==> src/rtl/uart_rx_os.sv <==
// rtl/uart_rx_os.sv - oversampling UART receiver with mid-bit majority vote, parity and stop checks.
// Optional break detection (rx_break port, BREAK state) is enabled by defining UART_RX_BREAK_DETECT_EN.
module uart_rx_os #(
  parameter int CLK_FREQ   = 1000000,
  parameter int BAUD_RATE  = 9600,
  parameter int OVERSAMPLE = 16,
  parameter int DATA_BITS  = 8,
  parameter int PARITY     = 0,
  parameter int STOP_BITS  = 1
) (
  input  logic                 clk,
  input  logic                 rst,
  input  logic                 rx,
  output logic [DATA_BITS-1:0] rx_data,
  output logic                 rx_valid,
  output logic                 parity_err,
  output logic                 frame_err,
  output logic                 busy
`ifdef UART_RX_BREAK_DETECT_EN
  ,
  output logic                 rx_break
`endif
);

  localparam int DIV_RAW = CLK_FREQ / (BAUD_RATE * OVERSAMPLE);
  localparam int DIV     = (DIV_RAW < 1) ? 1 : DIV_RAW;
  localparam int TW      = (DIV > 1) ? $clog2(DIV) : 1;
  localparam int SW      = $clog2(OVERSAMPLE);
  localparam int BW      = $clog2(DATA_BITS);

  localparam logic [TW-1:0] T_LAST  = TW'(DIV - 1);
  localparam logic [SW-1:0] SC_LO   = SW'(OVERSAMPLE / 2 - 1);
  localparam logic [SW-1:0] SC_MID  = SW'(OVERSAMPLE / 2);
  localparam logic [SW-1:0] SC_HI   = SW'(OVERSAMPLE / 2 + 1);
  localparam logic [SW-1:0] SC_LAST = SW'(OVERSAMPLE - 1);
  localparam logic [BW-1:0] B_LAST  = BW'(DATA_BITS - 1);

`ifdef UART_RX_BREAK_DETECT_EN
  localparam bit BREAK_EN = 1'b1;
`else
  localparam bit BREAK_EN = 1'b0;
`endif

  typedef enum logic [2:0] {
    S_IDLE, S_START, S_DATA, S_PAR, S_STOP, S_DONE, S_BREAK
  } state_t;

  state_t               state;
  logic                 rx_m, rx_s, rx_q;
  logic [TW-1:0]        tcnt;
  logic [SW-1:0]        sc;
  logic [BW-1:0]        bit_idx;
  logic                 stop_idx;
  logic                 s0, s1;
  logic [DATA_BITS-1:0] shreg;
  logic                 par_acc, perr, ferr, all_zero;

  logic tick, vote, vote_now, sc_wrap, fall;
  assign tick     = (tcnt == T_LAST);
  assign vote     = (s0 & s1) | (s0 & rx_s) | (s1 & rx_s);
  assign vote_now = tick && (sc == SC_HI);
  assign sc_wrap  = tick && (sc == SC_LAST);
  assign fall     = rx_q & ~rx_s;

  always_ff @(posedge clk or negedge rst) begin
    if (!rst) begin
      rx_m <= 1'b1;
      rx_s <= 1'b1;
      rx_q <= 1'b1;
    end else begin
      rx_m <= rx;
      rx_s <= rx_m;
      rx_q <= rx_s;
    end
  end

  always_ff @(posedge clk or negedge rst) begin
    if (!rst) begin
      state      <= S_IDLE;
      tcnt       <= '0;
      sc         <= '0;
      bit_idx    <= '0;
      stop_idx   <= 1'b0;
      s0         <= 1'b1;
      s1         <= 1'b1;
      shreg      <= '0;
      par_acc    <= 1'b0;
      perr       <= 1'b0;
      ferr       <= 1'b0;
      all_zero   <= 1'b0;
      rx_data    <= '0;
      rx_valid   <= 1'b0;
      parity_err <= 1'b0;
      frame_err  <= 1'b0;
      busy       <= 1'b0;
`ifdef UART_RX_BREAK_DETECT_EN
      rx_break   <= 1'b0;
`endif
    end else begin
      rx_valid <= 1'b0;
`ifdef UART_RX_BREAK_DETECT_EN
      rx_break <= 1'b0;
`endif
      tcnt <= tick ? '0 : tcnt + 1'b1;
      if (state != S_IDLE && tick) begin
        sc <= (sc == SC_LAST) ? '0 : sc + 1'b1;
        if (sc == SC_LO)  s0 <= rx_s;
        if (sc == SC_MID) s1 <= rx_s;
      end

      case (state)
        S_IDLE: begin
          if (fall) begin
            state <= S_START;
            sc    <= '0;
            tcnt  <= '0;
            busy  <= 1'b1;
          end
        end
        S_START: begin
          if (vote_now && vote) begin
            state <= S_IDLE;
            busy  <= 1'b0;
          end else if (sc_wrap) begin
            state    <= S_DATA;
            bit_idx  <= '0;
            stop_idx <= 1'b0;
            par_acc  <= 1'b0;
            perr     <= 1'b0;
            ferr     <= 1'b0;
            all_zero <= 1'b1;
          end
        end
        S_DATA: begin
          if (vote_now) begin
            shreg   <= {vote, shreg[DATA_BITS-1:1]};
            par_acc <= par_acc ^ vote;
            if (vote) all_zero <= 1'b0;
          end
          if (sc_wrap) begin
            if (bit_idx == B_LAST) state <= (PARITY != 0) ? S_PAR : S_STOP;
            else bit_idx <= bit_idx + 1'b1;
          end
        end
        S_PAR: begin
          if (vote_now) begin
            perr <= (PARITY == 2) ? ~(par_acc ^ vote) : (par_acc ^ vote);
            if (vote) all_zero <= 1'b0;
          end
          if (sc_wrap) state <= S_STOP;
        end
        S_STOP: begin
          // Leave at the last stop-bit vote so the next start edge has half a bit of slack.
          if (vote_now) begin
            if (!vote) ferr <= 1'b1;
            if (!stop_idx && vote) all_zero <= 1'b0;
            if (STOP_BITS == 1 || stop_idx) state <= S_DONE;
          end else if (sc_wrap) begin
            stop_idx <= 1'b1;
          end
        end
        S_DONE: begin
          rx_valid   <= 1'b1;
          rx_data    <= shreg;
          parity_err <= perr;
          frame_err  <= ferr;
`ifdef UART_RX_BREAK_DETECT_EN
          rx_break   <= all_zero;
`endif
          if (BREAK_EN && all_zero) begin
            state <= S_BREAK;
            sc    <= '0;
            tcnt  <= '0;
          end else begin
            state <= S_IDLE;
            busy  <= 1'b0;
          end
        end
        S_BREAK: begin
          // A full bit period of idle-high must elapse before a new start is armed.
          if (!rx_s) begin
            sc   <= '0;
            tcnt <= '0;
          end else if (sc_wrap) begin
            state <= S_IDLE;
            busy  <= 1'b0;
          end
        end
        default: begin
          state <= S_IDLE;
          busy  <= 1'b0;
        end
      endcase
    end
  end

endmodule
==> config.mk <==
export PLATFORM = sky130hd
export DESIGN_NAME = uart_rx_os
export DESIGN_NICKNAME = d
export VERILOG_FILES = /design/src/rtl/uart_rx_os.sv
export SDC_FILE = /design/constraint.sdc
export NUM_CORES = 1
export LEC_CHECK = 0
export ABC_AREA = 1
export CORE_MARGIN = 2
export CORE_UTILIZATION = 62
export DETAILED_ROUTE_END_ITERATION = 7
export GPL_TIMING_DRIVEN = 1
export MAX_ROUTING_LAYER = met4
export PLACE_DENSITY = 0.9
export REMOVE_ABC_BUFFERS = 1
export SETUP_SLACK_MARGIN = 0.2
export SYNTH_ARGS = -nofsm -noshare
export SYNTH_HDL_FRONTEND = slang
export SYNTH_SLANG_ARGS = --single-unit
==> constraint.sdc <==
create_clock -name clk -period 2.9 [get_ports clk]
set_clock_uncertainty 0.1 [all_clocks]
set_input_delay 0.435 -clock clk [delete_from_list [all_inputs] [get_ports clk]]
set_output_delay 0.435 -clock clk [all_outputs]
set_load 0.1 [all_outputs]
After elaboration in Yosys (flattened, before gate mapping) --
Cells that the tools add are included. W data, S select, Z words.
Storage, ports and cells: flip-flop bits (word level) 41, bits of input ports 3, output and inout bits 12, logic and storage cells 112
Cells by class: add/subtract/negate cells 3, equality and inequality tests 27, multiplexer cells 36, bitwise operators 9, reductions and logical operators 19
Operators by type and width (count):
- $mux W3 | 15
- $ne A2 B2 Y1 const B | 14
- $pmux W3 S6 | 1
- $mux W4 | 4
- $eq A3 B3 Y1 const B | 5
- $reduce_and A5 Y1 | 3
- $eq A4 B4 Y1 const B | 3
- $pmux W3 S2 | 2
- $mux W1 | 9
- $pmux W4 S2 | 1
- $reduce_and A4 Y1 | 2
- $reduce_and A8 Y1 | 1
- $add A3 B1 Y3 const B | 2
- $eq A3 B2 Y1 const B | 2
- $pmux W1 S2 | 3
- $reduce_and A2 Y1 | 3
- $reduce_bool A2 Y1 | 3
- $add A4 B1 Y4 const B | 1
- $and A1 B1 Y1 | 4
- $eq A4 B3 Y1 const B | 1
- $logic_and A1 B1 Y1 | 4
- $pmux W1 S4 | 1
- $eq A3 B1 Y1 const B | 1
- $logic_not A3 Y1 | 1
- other kinds (6) | 8

Depth between registers and ports, before layout --
depth after elaboration 6, mapped depth 11, mapped depth without buffers 11

Worst setup path after synthesis --
No wires, ideal clock.
path type reg-to-reg, from reg sc[1], to reg state[1], setup time 118 ps, arrival 1278 ps, setup slack 1404 ps, stages on the path, launching flop included 12, path buffers 0, period minus slack after synthesis 1496 ps, path through dfrtp_1 -> inv_1 -> ha_1 -> nand3_1 -> nor2_4 -> nand2_1 -> nand2_1 -> nand2_1 -> nand2_1 -> nand2_2 -> nand2_1 -> nand2_1
On the way: word-level cells in the longest chain between the ends 5, elaborated cells on any way between the ends 13
RTL lines:
- start, declared | line 51 | logic [SW-1:0] sc;
- start signal, assigned | line 106 | sc <= (sc == SC_LAST) ? '0 : sc + 1'b1;
- $eq A4 B4 Y1 | line 61 | assign vote_now = tick && (sc == SC_HI);
- $logic_and A1 B1 Y1 | line 61
- $logic_and A1 B1 Y1 | line 121 | if (vote_now && vote) begin
- $ne A3 B3 Y1 (no source line) / $mux W3 (equally long branches)
- $reduce_and A8 Y1 (no source line) / $pmux W3 S6 (equally long branches)
- end signal, assigned | line 141 | if (bit_idx == B_LAST) state <= (PARITY != 0) ? S_PAR : S_STOP;
- end, declared | line 48 | state_t state;
Parallel ways exist; a longest one is shown, timed or not. A chain may end at the register's enable or synchronous reset.

Worst setup path after layout --
from reg rx_s, to reg state[1]
On the way: word-level cells in the longest chain between the ends 6, elaborated cells on any way between the ends 13
RTL lines:
- start, declared | line 49 | logic rx_m, rx_s, rx_q;
- start signal, assigned | line 72 | rx_s <= rx_m;
- $and A1 B1 Y1 | line 60 | assign vote = (s0 & s1) | (s0 & rx_s) | (s1 & rx_s);
- $or A1 B1 Y1 (2 in a row) | line 60
- $logic_and A1 B1 Y1 | line 121
- $ne A3 B3 Y1 (no source line) / $mux W3 (equally long branches)
- $reduce_and A8 Y1 (no source line) / $pmux W3 S6 (equally long branches)
Parallel ways exist; a longest one is shown, timed or not.

==> flow_summary.yaml <==
outcome:
  status: "finished, final reports clean"
clocking:
  clock-root-buffer: "clkbuf_4"
  max-clock-path-buffers: 2
  clk_latency_ps: 360
  cts_tree: "done"
  postCtsResizedCells: 0
  path_clk_slew_ps: 130
  cts_hold_buffers: 0
  cts.sinks: 41
  postCtsSetupBuffers: 0
  cts_made_buffers: 5
  htreeDepth: 2
sta:
  clock.fmax_ghz: 0.5920
  setup_tns_ps: 0
  finalCritPeriodShare: 0.5825
  rsz0062_at_grt: "false"
  slew_viol_final: 0
  period_minus_slack_ps: 1689
  finalSetupViolations: 0
  final_hold_viol_count: 0
  max_slew_margin: 0.4069
  tightestPinTransition_ps: 889.7
worst_setup_path:
  crit_top_cell: "nand2_1"
  cp-start-kind: "flip-flop"
  path_cells: "nand2_1 > a21oi_1 > nand2_1 > nand2_1 > nand2_1 > nand2_1 > nand2_2 > nand2_1 > nand2_1"
  worstSetupPathType: "reg -> reg"
  arrival_ps: 1840
  end_kind: "flip-flop"
  slowest_delay_ps: 600
  path_max_fanout: 6
  worst-path-buf-inv: 0
  critPathSlowestCell: "dfstp_2"
  critical_path.top_delay_family: "simple AND/OR/NAND/NOR gates"
  worstPathRequired_ps: 3050
logic_synthesis:
  synth.distinct_cells: 31
  netlist_area_sq_mm: 0.002039
  syn_area_per_cell_sq_um: 9.187
  seq_area_frac_synth: 0.5061
  synth_cells: 222
  synth-seq-cells: 41
  yosysWarnings: 0
place:
  gp_congestion: 0.9614
  port_buffers: 14
  dpl-instance-area_sq_mm: 0.002177
  hpwl_microns: 2401
power_and_ir_drop:
  peakVddDrop_uv: 450.1
  pwr_density_cell_mw_per_mm2: 664.9
  p_leak_nw: 1.110
detailed_routing:
  routed_wl_microns: 3368
  dr.pass1.iters: 4
  via_per_inst: 5.094
  wl_per_cell_microns: 11.78
  drc: 0
  vias: 1457
  ant_nets: 0
  drt_iter0_markers: 97
global_route:
  grt_antenna_before_repair: 0
  grt_pass1_vias: 1313
  grt_pass1_wl_microns: 5761
  track_usage: 0.2183
  grt_start_max_net_pins: 42
  overflow: 0
layout:
  nets: 249
  seq_area_sq_mm: 0.001032
  fill_cells: 258
  drive_above_1_share: 0.2893
  antenna_cells: 0
  syn_to_final_growth_pct: 11.10
  final_cell_area_sq_mm: 0.002266
  multi_input_area_sq_um: 855.8
floorplan:
  coreArea_sq_mm: 0.003103
  initial_utilization: 0.6573
  die_area_sq_mm: 0.003764
  row_count: 20
  num_io_pins: 15
  die_h_microns: 61.36
  die_w_microns: 61.36
flow_run:
  max-cap-violations: 0
min_path:
  hold_path_class: "in -> async"
worst register-to-register path, cell delays in order (launching register included):
cell and delay [ps]:
dfstp_2 600, nand2_1 70, a21oi_1 280, nand2_1 100, nand2_1 90, nand2_1 50
nand2_1 120, nand2_2 70, nand2_1 60, nand2_1 50
state kept, by name, indices dropped and copies added (netlist names), 3 cells and up:
name     count
sc           4
state        3
shreg        8
tcnt         3
rx_data      8
bit_idx      3
logic make-up after synthesis:
logic type	after synthesis	share of synthesized area
and+or+nand+nor	105	0.2632
xor gates and xnor gates	2	0.008591
AOI/OAI and AO/OA	34	0.1172
adders and majority gates	5	0.03067
DFF	41	0.5061
buffers and inverters	35	0.07424
layer usage:
metal  vias to the layer above  track usage  part of all wire
li1                        740            -                 -
met1                       675       0.2798              0.47
met2                        33       0.3328              0.46
met3                         9      0.06723             0.050
met4                         0      0.07295             0.021
met5                         -            -                 0
layout by cell type (no fill, tap or decap), types with 2 or more instances in the layout:
cell type	count
nand2_1	57
dfrtp_1	36
inv_1	27
o21ai_2	15
buf_4	12
nand3_1	10
nand2_2	8
nor2_1	8
o21ai_0	6
o21ai_1	6
inv_2	5
ha_1	5
clkbuf_4	5
dfstp_2	5
a21oi_1	4
nand4_1	4
nor2_4	3
nand2_4	3
nor2_2	2
nor3_1	2
nor3_2	2
nand3_2	2
path summary, 6_finish.rpt:
kind                       slack [ps]                     end            from  depth (start not counted)
max                              1210    state[1]$_DFFE_PN0P_  rx_s$_DFF_PN1_                          9
max in group asynchronous        2060    state[2]$_DFFE_PN0P_             rst                          1
min in group clk                  270          rx_s$_DFF_PN1_  rx_m$_DFF_PN1_                          0
max reg2reg                      1210    state[1]$_DFFE_PN0P_  rx_s$_DFF_PN1_                          9
min reg2reg                       270          rx_s$_DFF_PN1_  rx_m$_DFF_PN1_                          0
min                                80  rx_data[4]$_DFFE_PN0P_             rst                          1
through the flow:
stage	setup WS (ps)	utilization	power, mW	std cells	hold WS, ps
2_1_floorplan	1404	-	1.027	220	39.41
3_3_place_gp	1289	0.7016	1.102	278	253.1
3_5_place_dp	1235	0.7016	1.120	278	248.8
4_1_cts	1218	0.7302	1.515	286	100.7
5_1_grt	1060	0.7302	1.604	286	133.6
6_report	1211	0.7302	1.507	286	77.88
power by group:
part,internal (mW),total (mW),switching [mW]
sequential,0.648,0.728,0.0807
clock,0.205,0.398,0.193
combinational,0.124,0.380,0.256
area by class of cell:
cell class	count	share of cell area
clock buffers	6	0.02264
clock inverters	2	0.01657
inverters	33	0.05687
multi-input cells	146	0.3777
flip-flops and latches	41	0.4556
well taps	44	0.02430
repair buffers	14	0.04638
synthesized netlist by cell type:
| cell | n | area [sq um] |
|---|---|---|
| nand3_2 | 2 | 20.02 |
| nand2_4 | 3 | 33.78 |
| nand2_1 | 57 | 214.0 |
| nand3_1 | 10 | 50.05 |
| nand2_2 | 8 | 50.05 |
| a21boi_2 | 1 | 11.26 |
| or2_1 | 1 | 6.260 |
| a21oi_2 | 1 | 8.760 |
| xnor2_1 | 1 | 8.760 |
| buf_6 | 2 | 22.52 |
| nand3b_1 | 1 | 7.510 |
| a21oi_1 | 4 | 20.02 |
| xor2_1 | 1 | 8.760 |
| nor3_1 | 2 | 10.01 |
| o21ai_1 | 6 | 30.03 |
| nor2_1 | 8 | 30.03 |
| nand4_1 | 4 | 25.02 |
| nor3b_1 | 1 | 7.510 |
| o21ai_0 | 6 | 30.03 |
| dfstp_2 | 5 | 131.4 |
| inv_1 | 27 | 101.4 |
| o21ai_2 | 15 | 131.4 |
| nor2_4 | 3 | 33.78 |
| nor2_2 | 2 | 12.51 |
| nor3_2 | 2 | 20.02 |
| ha_1 | 5 | 62.56 |
| nor3_4 | 1 | 16.27 |
| a211oi_1 | 1 | 7.510 |
| clkinv_4 | 1 | 8.760 |
| dfrtp_1 | 36 | 900.9 |
| inv_2 | 5 | 18.77 |
(Power assumes the default switching activity.)
